<file path="src/rtl/sim_run_controller_if.sv">
// Host command channel for sim_run_controller: valid/ready handshake carrying
// an opcode and a cycle budget.
interface sim_run_controller_if #(
    parameter int CYCLE_WIDTH = 32
);
    logic                   cmd_valid;
    logic                   cmd_ready;
    logic [1:0]             cmd_op;
    logic [CYCLE_WIDTH-1:0] cmd_cycles;

    modport master (
        output cmd_valid,
        output cmd_op,
        output cmd_cycles,
        input  cmd_ready
    );

    modport slave (
        input  cmd_valid,
        input  cmd_op,
        input  cmd_cycles,
        output cmd_ready
    );
endinterface

</file>
<file path="src/rtl/sim_run_controller.sv">
// Simulator run controller: sequences sim_enable from host START/PAUSE/RESUME/STEP
// commands and counts simulated cycles against the latched budget.
module sim_run_controller #(
    parameter int CYCLE_WIDTH = 32
) (
    input  logic                   clk,
    input  logic                   reset,
    sim_run_controller_if.slave    cmd,
    output logic                   sim_enable,
    output logic [CYCLE_WIDTH-1:0] sim_cycle,
    output logic [2:0]             state,
    output logic                   done,
    output logic                   cmd_err
);
    typedef enum logic [2:0] {
        ST_IDLE  = 3'd0,
        ST_INIT  = 3'd1,
        ST_RUN   = 3'd2,
        ST_PAUSE = 3'd3,
        ST_STEP  = 3'd4,
        ST_DONE  = 3'd5
    } state_e;

    typedef enum logic [1:0] {
        OP_START  = 2'd0,
        OP_PAUSE  = 2'd1,
        OP_RESUME = 2'd2,
        OP_STEP   = 2'd3
    } op_e;

    state_e                 state_q, state_d;
    logic [CYCLE_WIDTH-1:0] budget_q, budget_d;
    logic [CYCLE_WIDTH-1:0] sim_cycle_q, sim_cycle_d;
    logic                   done_q, done_d;
    logic                   cmd_err_q, cmd_err_d;

    op_e  op;
    logic accept;
    logic last_cycle;

    assign op            = op_e'(cmd.cmd_op);
    assign cmd.cmd_ready = (state_q != ST_INIT) && (state_q != ST_STEP);
    assign accept        = cmd.cmd_valid && cmd.cmd_ready;
    assign sim_enable    = (state_q == ST_RUN) || (state_q == ST_STEP);
    // Only evaluated while enabled, so budget_q is never 0 here and cannot underflow.
    assign last_cycle    = sim_enable && (sim_cycle_q == budget_q - CYCLE_WIDTH'(1));

    always_comb begin
        state_d     = state_q;
        budget_d    = budget_q;
        sim_cycle_d = sim_cycle_q;
        cmd_err_d   = 1'b0;

        if (sim_enable) begin
            sim_cycle_d = sim_cycle_q + CYCLE_WIDTH'(1);
        end

        unique case (state_q)
            ST_IDLE, ST_DONE: begin
                if (accept) begin
                    if (op == OP_START) begin
                        state_d     = ST_INIT;
                        budget_d    = cmd.cmd_cycles;
                        sim_cycle_d = '0;
                    end else begin
                        cmd_err_d = 1'b1;
                    end
                end
            end
            ST_INIT: begin
                state_d = (budget_q != '0) ? ST_RUN : ST_DONE;
            end
            ST_RUN: begin
                // Completion wins over a same-cycle PAUSE, which is silently dropped.
                if (last_cycle) begin
                    state_d = ST_DONE;
                end else if (accept && op == OP_PAUSE) begin
                    state_d = ST_PAUSE;
                end
                if (accept && op != OP_PAUSE) begin
                    cmd_err_d = 1'b1;
                end
            end
            ST_PAUSE: begin
                if (accept) begin
                    unique case (op)
                        OP_RESUME: state_d   = ST_RUN;
                        OP_STEP:   state_d   = ST_STEP;
                        default:   cmd_err_d = 1'b1;
                    endcase
                end
            end
            ST_STEP: begin
                state_d = last_cycle ? ST_DONE : ST_PAUSE;
            end
            default: begin
                state_d = ST_IDLE;
            end
        endcase

        done_d = (state_d == ST_DONE) && (state_q != ST_DONE);
    end

    always_ff @(posedge clk or posedge reset) begin
        if (reset) begin
            state_q     <= ST_IDLE;
            budget_q    <= '0;
            sim_cycle_q <= '0;
            done_q      <= 1'b0;
            cmd_err_q   <= 1'b0;
        end else begin
            state_q     <= state_d;
            budget_q    <= budget_d;
            sim_cycle_q <= sim_cycle_d;
            done_q      <= done_d;
            cmd_err_q   <= cmd_err_d;
        end
    end

    assign state     = state_q;
    assign sim_cycle = sim_cycle_q;
    assign done      = done_q;
    assign cmd_err   = cmd_err_q;
endmodule

</file>
<file path="src/flat_wrapper.sv">
// flat-port wrapper written by rule: the top's interface ports become plain ports
module sim_run_controller_flat 
#(
    parameter int CYCLE_WIDTH = 32
)
  (clk, reset, sim_enable, sim_cycle, state, done, cmd_err, cmd_cmd_valid, cmd_cmd_op, cmd_cmd_cycles, cmd_cmd_ready);
  sim_run_controller_if #(.CYCLE_WIDTH(CYCLE_WIDTH)) cmd_i ();
  input  logic clk;
  input  logic reset;
  output logic sim_enable;
  output logic [CYCLE_WIDTH-1:0] sim_cycle;
  output logic [2:0] state;
  output logic done;
  output logic cmd_err;
  input wire logic [$bits(cmd_i.cmd_valid)-1:0] cmd_cmd_valid;
  input wire logic [$bits(cmd_i.cmd_op)-1:0] cmd_cmd_op;
  input wire logic [$bits(cmd_i.cmd_cycles)-1:0] cmd_cmd_cycles;
  output wire logic [$bits(cmd_i.cmd_ready)-1:0] cmd_cmd_ready;
  assign cmd_i.cmd_valid = cmd_cmd_valid;
  assign cmd_i.cmd_op = cmd_cmd_op;
  assign cmd_i.cmd_cycles = cmd_cmd_cycles;
  assign cmd_cmd_ready = cmd_i.cmd_ready;
  sim_run_controller #(.CYCLE_WIDTH(CYCLE_WIDTH)) u_core (.clk(clk), .reset(reset), .cmd(cmd_i), .sim_enable(sim_enable), .sim_cycle(sim_cycle), .state(state), .done(done), .cmd_err(cmd_err));
endmodule
</file>
<file path="config.mk">
export PLATFORM = sky130hd
export DESIGN_NAME = sim_run_controller_flat
export DESIGN_NICKNAME = d
export VERILOG_FILES = /design/src/rtl/sim_run_controller_if.sv /design/src/rtl/sim_run_controller.sv /design/src/flat_wrapper.sv
export SDC_FILE = /design/constraint.sdc
export NUM_CORES = 1
export LEC_CHECK = 0
export CAP_MARGIN = 5
export CORE_ASPECT_RATIO = 0.9
export CORE_UTILIZATION = 55
export CTS_BUF_LIST = sky130_fd_sc_hd__clkbuf_4
export DETAILED_ROUTE_END_ITERATION = 6
export PLACE_DENSITY = 0.83
export SLEW_MARGIN = 15
export SYNTH_ARGS = -nofsm -noshare
export SYNTH_HDL_FRONTEND = slang
export SYNTH_SLANG_ARGS = --single-unit
</file>
<file path="constraint.sdc">
create_clock -name clk -period 3.7 [get_ports clk]
set_clock_uncertainty 0.1 [all_clocks]
set_input_delay 0.925 -clock clk [delete_from_list [all_inputs] [get_ports clk]]
set_output_delay 0.925 -clock clk [all_outputs]
set_load 0.05 [all_outputs]
</file>
==> reports/qor.csv, run 1 <==
stage;metric;value;unit
synthesis;Gate Count Post-Synth;443;
route;DRT Pass-1 Iters;6;
clock_network;cts bufs inserted;9;
sta;Max-slew headroom;49.4;%
floorplan;Die Y;85.4;µm
route;DR vias;3714;
sta;Slew Limit Fails;0;
cells_and_area;commonest non-fill, non-tap cell in the layout;clkdlybuf4s50_1;
synthesis;top_reg_cell synth;dfrtp_1;
sta;Tmin final;3.26;ns
cells_and_area;share of cells above drive strength 1;12.7;%
route;Post-DRT Antenna Nets;0;
clock_network;clock latency on the worst-skew pair;0.43;ns
global_route;global-route wire length before repair;17500;µm
critical_path;CP Class;reg -> reg;
critical_path;CP Data Arrival Time;3.47;ns
clock_network;Post-CTS Hold Fix Bufs;0;
clock_network;CTS max path bufs;2;
global_route;gr busiest metal;met2;
route;Via density;6.02;
sta;final setup TNS;0;ns
clock_network;H-tree depth;3;
critical_path;critical path startpoint category;register;
sta;RSZ-0062 raised after global routing;false;
cells_and_area;most frequent cells in the layout;clkdlybuf4s50_1, dfrtp_1, nor2_1;
critical_path;WP data required;3.92;ns
outcome;status;complete, no violations;
power;P_leak;0.00205;µW
critical_path;CP Capture Type;register;
clock_network;# resized after CTS;0;
floorplan;core area;7510;µm²
floorplan;Die Wd;94.6;µm
clock_network;clock root cell;clkbuf_4;
clock_network;CTS tree;built;
cells_and_area;post-layout util;69.6;%
global_route;antenna violations before repair;0;
clock_network;Post-CTS Setup Inserts;0;
global_route;grt met1 use;38.8;%
floorplan;Starting Density;56.6;%
global_route;largest net degree at the start of global routing;68;
power;VDD IR max;0.584;mV
run;max_cap viols;0;
sta;max frequency;0.307;GHz
route;# DRC;0;
route;post-DR wirelength/cell;17.1;µm
synthesis;syn avg cell area;9.59;µm²
floorplan;# IOs;76;
power;pwr dens;942;nW/µm²
placed_design;# port buffers;75;
floorplan;die area;8080;µm²
clock_network;Clock Sinks;69;
synthesis;Async SR Flop Fraction;100;%
clock_network;CTS clk-pin slew, worst paths;0.11;ns
cells_and_area;# nets final;556;
synthesis;post-synth cell types;61;
worst_hold_path;Tightest Hold Check Type;reg -> reg;
synthesis;Ys Warns;0;
global_route;met3 Resource Use GR;5.11;%
sta;Hold Vio Cnt, Final;0;
route;DR iter-0 viols;245;
route;Routed Wire Length;10600;µm
synthesis;Netlist Area Pre-Place;4250;µm²
floorplan;row count;30;
sta;Tcrit/Tclk final;88.0;%
sta;# setup viols final;0;
cells_and_area;number of diodes;0;
synthesis;Synth Register Bits;69;
critical_path;Worst Path Max Fanout;11;
placed_design;GP Congestion;0.908;
synthesis;register area share after synthesis;40.7;%
global_route;vias in the first global route;3619;
synthesis;number of flops mapped to enable cells by yosys;0;
global_route;met2 Resource Use GR;44.3;%
synthesis;syn_nets;482;
global_route;grt ovf;0;
cells_and_area;area delta synth->final;23.0;%
placed_design;half-perimeter wire length after placement;7690;µm
global_route;overall global routing resource usage;28.0;%
placed_design;placed cell area;5120;µm²
cells_and_area;Layout Cell Area excl Fill;5220;µm²
sta;worst-margin pin slew;0.758;ns
## layout make-up
| class | instances | area [µm²] |
|---|---|---|
| Timing Repair Buffer | 80 | 816 |
| Fill cell | 589 | 2280 |
| Multi-Input combinational cell | 350 | 2430 |
| Inverter | 7 | 26.3 |
| Clock buffer | 12 | 90.1 |
| Clock inverter | 3 | 13.8 |
| Sequential cell | 69 | 1730 |
| Tap cell | 96 | 120 |
## cell families (layout without fill, tap and decap cells)
group | after synthesis | count (layout) | synth area share (%)
flip-flops | 69 | 69 | 40.7
AO/OA/AOI/OAI | 53 | 53 | 8.69
multiplexers | 33 | 33 | 8.66
XOR/XNOR | 67 | 67 | 13.8
AND/OR/NAND/NOR | 195 | 195 | 25.3
adder cells (fa/ha/maj) | 2 | 2 | 0.589
buffers and inverters | 24 | 102 | 2.24
## cell usage after synthesis, drive strengths merged (3+ instances only)
| cell | n | share of area, % |
|---|---|---|
| clkbuf | 14 | 1.2 |
| or3 | 10 | 1.7 |
| nand4 | 14 | 2.2 |
| nor3 | 19 | 2.4 |
| nand3 | 15 | 1.9 |
| nor3b | 3 | 0.65 |
| xor2 | 29 | 6.0 |
| a2111oi | 3 | 0.62 |
| nand2 | 36 | 3.2 |
| buf | 3 | 0.38 |
| nand3b | 4 | 0.71 |
| nor4 | 12 | 2.6 |
| a21oi | 11 | 1.3 |
| and4 | 6 | 1.2 |
| inv | 7 | 0.62 |
| xnor2 | 38 | 7.8 |
| dfrtp | 69 | 41 |
| a31oi | 5 | 0.74 |
| o21ai | 14 | 1.7 |
| mux2i | 3 | 0.71 |
| or4 | 4 | 0.80 |
| and3 | 9 | 1.3 |
| nand2b | 3 | 0.44 |
| nor2 | 51 | 4.5 |
| mux2 | 30 | 8.0 |
## flip-flops by register name, indices dropped and copies added (netlist names)
signal and flops:
u_core.state 3, u_core.done 1, u_core.budget_q 32, u_core.cmd_err 1, u_core.sim_cycle 32
## where the power goes
| group | switching [µW] | leakage, µW | internal [µW] | total (µW) |
|---|---|---|---|---|
| logic | 1580 | 0.00112 | 1140 | 2720 |
| clock network | 258 | 0.0000646 | 153 | 411 |
| registers | 688 | 0.000867 | 1100 | 1790 |
## stage by stage
| step | power, µW | hold WS (ns) | setup WS, ns | cells |
|---|---|---|---|---|
| 2_1_floorplan | 3620 | 0.427 | 0.731 | 443 |
| 3_3_place_gp | 4370 | 0.468 | 0.566 | 602 |
| 3_5_place_dp | 4480 | 0.478 | 0.510 | 602 |
| 4_1_cts | 4900 | 0.504 | 0.0500 | 617 |
| 5_1_grt | 5210 | 0.521 | 0.152 | 617 |
| 6_report | 4920 | 0.506 | 0.443 | 617 |
## critical path, cell delays in order (launching register included)
cell,delay (ns)
dfrtp_1,0.51
nor4_4,0.59
nand3_2,0.22
a2111oi_0,0.56
o2111ai_1,0.19
nor4_1,0.26
nand4_1,0.19
or3_4,0.39
o2bb2ai_2,0.13
## final timing paths
path / from / endpoint / slack [ns] / depth (start not counted)
min in group asynchronous: reset / u_core.budget_q[0] / 0.85 / 2
max in group asynchronous: reset / u_core.budget_q[10] / 1.99 / 3
min reg2reg: u_core.budget_q[26] / u_core.budget_q[26] / 0.51 / 1
min: u_core.budget_q[26] / u_core.budget_q[26] / 0.51 / 1
max reg2reg: u_core.budget_q[5] / u_core.state[1] / 0.44 / 8
max: u_core.budget_q[5] / u_core.state[1] / 0.44 / 8
## per-layer routing
metal | vias up | share of wire [%] | routed length (µm)
met5 | - | 0 | 0
met4 | 0 | 1.5 | 163
met3 | 17 | 5.6 | 592
met2 | 137 | 47 | 4990
met1 | 1804 | 46 | 4820
li1 | 1756 | - | -
Power figures use the tool's default switching activity.
==> run 2: changes to the inputs <==
CORE_MARGIN = 2   (was unset)
CTS_BUF_LIST = sky130_fd_sc_hd__clkbuf_4 sky130_fd_sc_hd__clkbuf_8   (was sky130_fd_sc_hd__clkbuf_4)
==> run 2 against run 1 <==
Critical path depth unchanged. Power increased by 3.3%. Hold slack got worse by 0.031 ns. Via count decreased by 0.62%. Critical path type unchanged. Critical endpoint unchanged. Sequential cell count unchanged. Final cell count increased by 0.16%. Cell area increased by 1.8%. Worst setup slack improved by 0.051 ns. Count of clock-buffer cells in the layout increased by 1. Routed wire length decreased by 3.7%. Register-to-register slack improved by 0.05 ns.
==> reports/qor.csv, run 2 (synthesis gave the netlist of run 1 again) <==
stage;metric;value;unit
route;DR vias;3691;
critical_path;Worst R2R Path Depth;8;
route;DRT Pass-1 Iters;5;
route;post-DR wirelength/cell;16.5;µm
clock_network;# resized after CTS;0;
route;DR iter-0 viols;237;
floorplan;Die Wd;96.6;µm
sta;hold_ws;0.475;ns
route;Post-DRT Antenna Nets;0;
sta;Tmin final;3.21;ns
global_route;largest net degree at the start of global routing;68;
critical_path;Critical Path End;u_core.state[1];
floorplan;# IOs;76;
route;Routed Wire Length;10200;µm
critical_path;r2r setup slk;0.49;ns
route;metal3 WL;552;µm
clock_network;CTS tree;built;
worst_hold_path;Tightest Hold Check Type;reg -> reg;
critical_path;WP data required;3.84;ns
critical_path;Slowest-stage cell, CP;nor4_1;
clock_network;Clock Sinks;69;
critical_path;CP Data Arrival Time;3.35;ns
sta;RSZ-0062 raised after global routing;false;
clock_network;CTS max path bufs;2;
critical_path;WP depth;8;
power;P_leak;0.00209;µW
global_route;grt ovf;0;
route;Via density;5.97;
placed_design;half-perimeter wire length after placement;7390;µm
power;pwr dens;956;nW/µm²
clock_network;clock root cell;clkbuf_8;
global_route;antenna violations before repair;0;
sta;Slew Limit Fails;0;
sta;# setup viols final;0;
critical_path;Largest stage delay, worst path;0.64;ns
route;met2 wire length;4710;µm
global_route;global-route wire length before repair;17000;µm
clock_network;cts bufs inserted;9;
cells_and_area;commonest non-fill, non-tap cell in the layout;clkdlybuf4s50_1;
sta;Max-slew headroom;54.1;%
placed_design;GP Congestion;0.903;
placed_design;# port buffers;75;
clock_network;CTS clk-pin slew, worst paths;0.07;ns
sta;worst-margin pin slew;0.682;ns
sta;Tcrit/Tclk final;86.6;%
sta;final setup TNS;0;ns
route;wl on met1;4720;µm
critical_path;CP Capture Type;register;
floorplan;row count;30;
cells_and_area;most frequent cells in the layout;clkdlybuf4s50_1, dfrtp_1, nor2_1;
cells_and_area;share of cells above drive strength 1;13.0;%
route;DR top layer;met4;
power;VDD IR max;0.520;mV
clock_network;Post-CTS Setup Inserts;0;
critical_path;CP Class;reg -> reg;
critical_path;CP cell instances;nor4_1 -> nand4_1 -> a2111oi_0 -> o2111ai_1 -> nor4_1 -> nand4_1 -> or3_4 -> o2bb2ai_2;
cells_and_area;# nets final;557;
floorplan;core area;7510;µm²
critical_path;critical path startpoint category;register;
global_route;overall global routing resource usage;25.1;%
placed_design;placed cell area;5120;µm²
power;Power Total;5080;µW
floorplan;Die Y;87.4;µm
clock_network;clock latency on the worst-skew pair;0.36;ns
global_route;vias in the first global route;3495;
clock_network;Post-CTS Hold Fix Bufs;0;
cells_and_area;Layout Cell Area excl Fill;5320;µm²
critical_path;Worst Path Max Fanout;7;
placed_design;placed insts;603;
critical_path;CP bufs+invs;0;
run;max_cap viols;0;
sta;max frequency;0.312;GHz
cells_and_area;fin cells;618;
critical_path;crit path launch;u_core.budget_q[17];
sta;Hold Vio Cnt, Final;0;
clock_network;H-tree depth;3;
floorplan;die area;8440;µm²
outcome;status;complete, no violations;
floorplan;Starting Density;56.6;%
critical_path;reg2reg start;u_core.budget_q[17];
route;# DRC;0;
critical_path;CP delay by family, top;simple AND/OR/NAND/NOR gates;
cells_and_area;number of diodes;0;
cells_and_area;area delta synth->final;25.2;%
critical_path;RR Endpoint;u_core.state[1];
[run 2: cell count changes in the layout (fill, tap and decap cells not counted)]
cell       before  now
clkbuf_8        0    9
clkinv_2        2    1
buf_4           3    4
bufinv_16       0    1
clkinv_1        1    0
clkbuf_4       12    4
[run 2: area by class of cell]
class	count	area [µm²]
fillers	575	2190
clock buffers	13	154
clock inverters	2	35.0
well taps	96	120
multi-input cells	350	2430
inverters	7	26.3
repair buffers	81	823
flip-flops and latches	69	1730
[run 2: worst reg2reg max path: stages, from the launching register on]
cell and delay, ns:
dfrtp_1 0.46, nor4_1 0.64, nand4_1 0.30, a2111oi_0 0.51, o2111ai_1 0.16, nor4_1 0.27
nand4_1 0.16, or3_4 0.37, o2bb2ai_2 0.13
[run 2: worst min path at each step]
stage / start / to / slack (ns) / depth (start not counted)
floorplan: u_core.budget_q[31] / u_core.budget_q[31] / 0.43 / 1
global placement: u_core.budget_q[31] / u_core.budget_q[31] / 0.47 / 1
detailed placement: u_core.budget_q[31] / u_core.budget_q[31] / 0.46 / 1
CTS: u_core.budget_q[31] / u_core.budget_q[31] / 0.48 / 1
global route: u_core.budget_q[16] / u_core.budget_q[16] / 0.50 / 1
finish: u_core.budget_q[31] / u_core.budget_q[31] / 0.48 / 1
[run 2: per-stage QoR]
step,setup WS [ns],utilization [%]
finish,0.495,70.8
floorplan,0.731,-
detailed placement,0.490,68.3
global route,0.162,70.8
CTS,0.105,70.8
global placement,0.565,68.3
[run 2: per-layer routing]
layer | global-route usage (%) | up-vias
met5 | 0 | -
met4 | 8.45 | 0
met3 | 5.70 | 21
met2 | 40.3 | 128
met1 | 34.0 | 1787
li1 | - | 1755
[run 2: power by group]
group	switching [µW]	internal [µW]	leakage (µW)	total (µW)
Sequential	666	1100	0.000867	1770
Clock	272	337	0.000101	609
Combinational	1560	1140	0.00113	2700
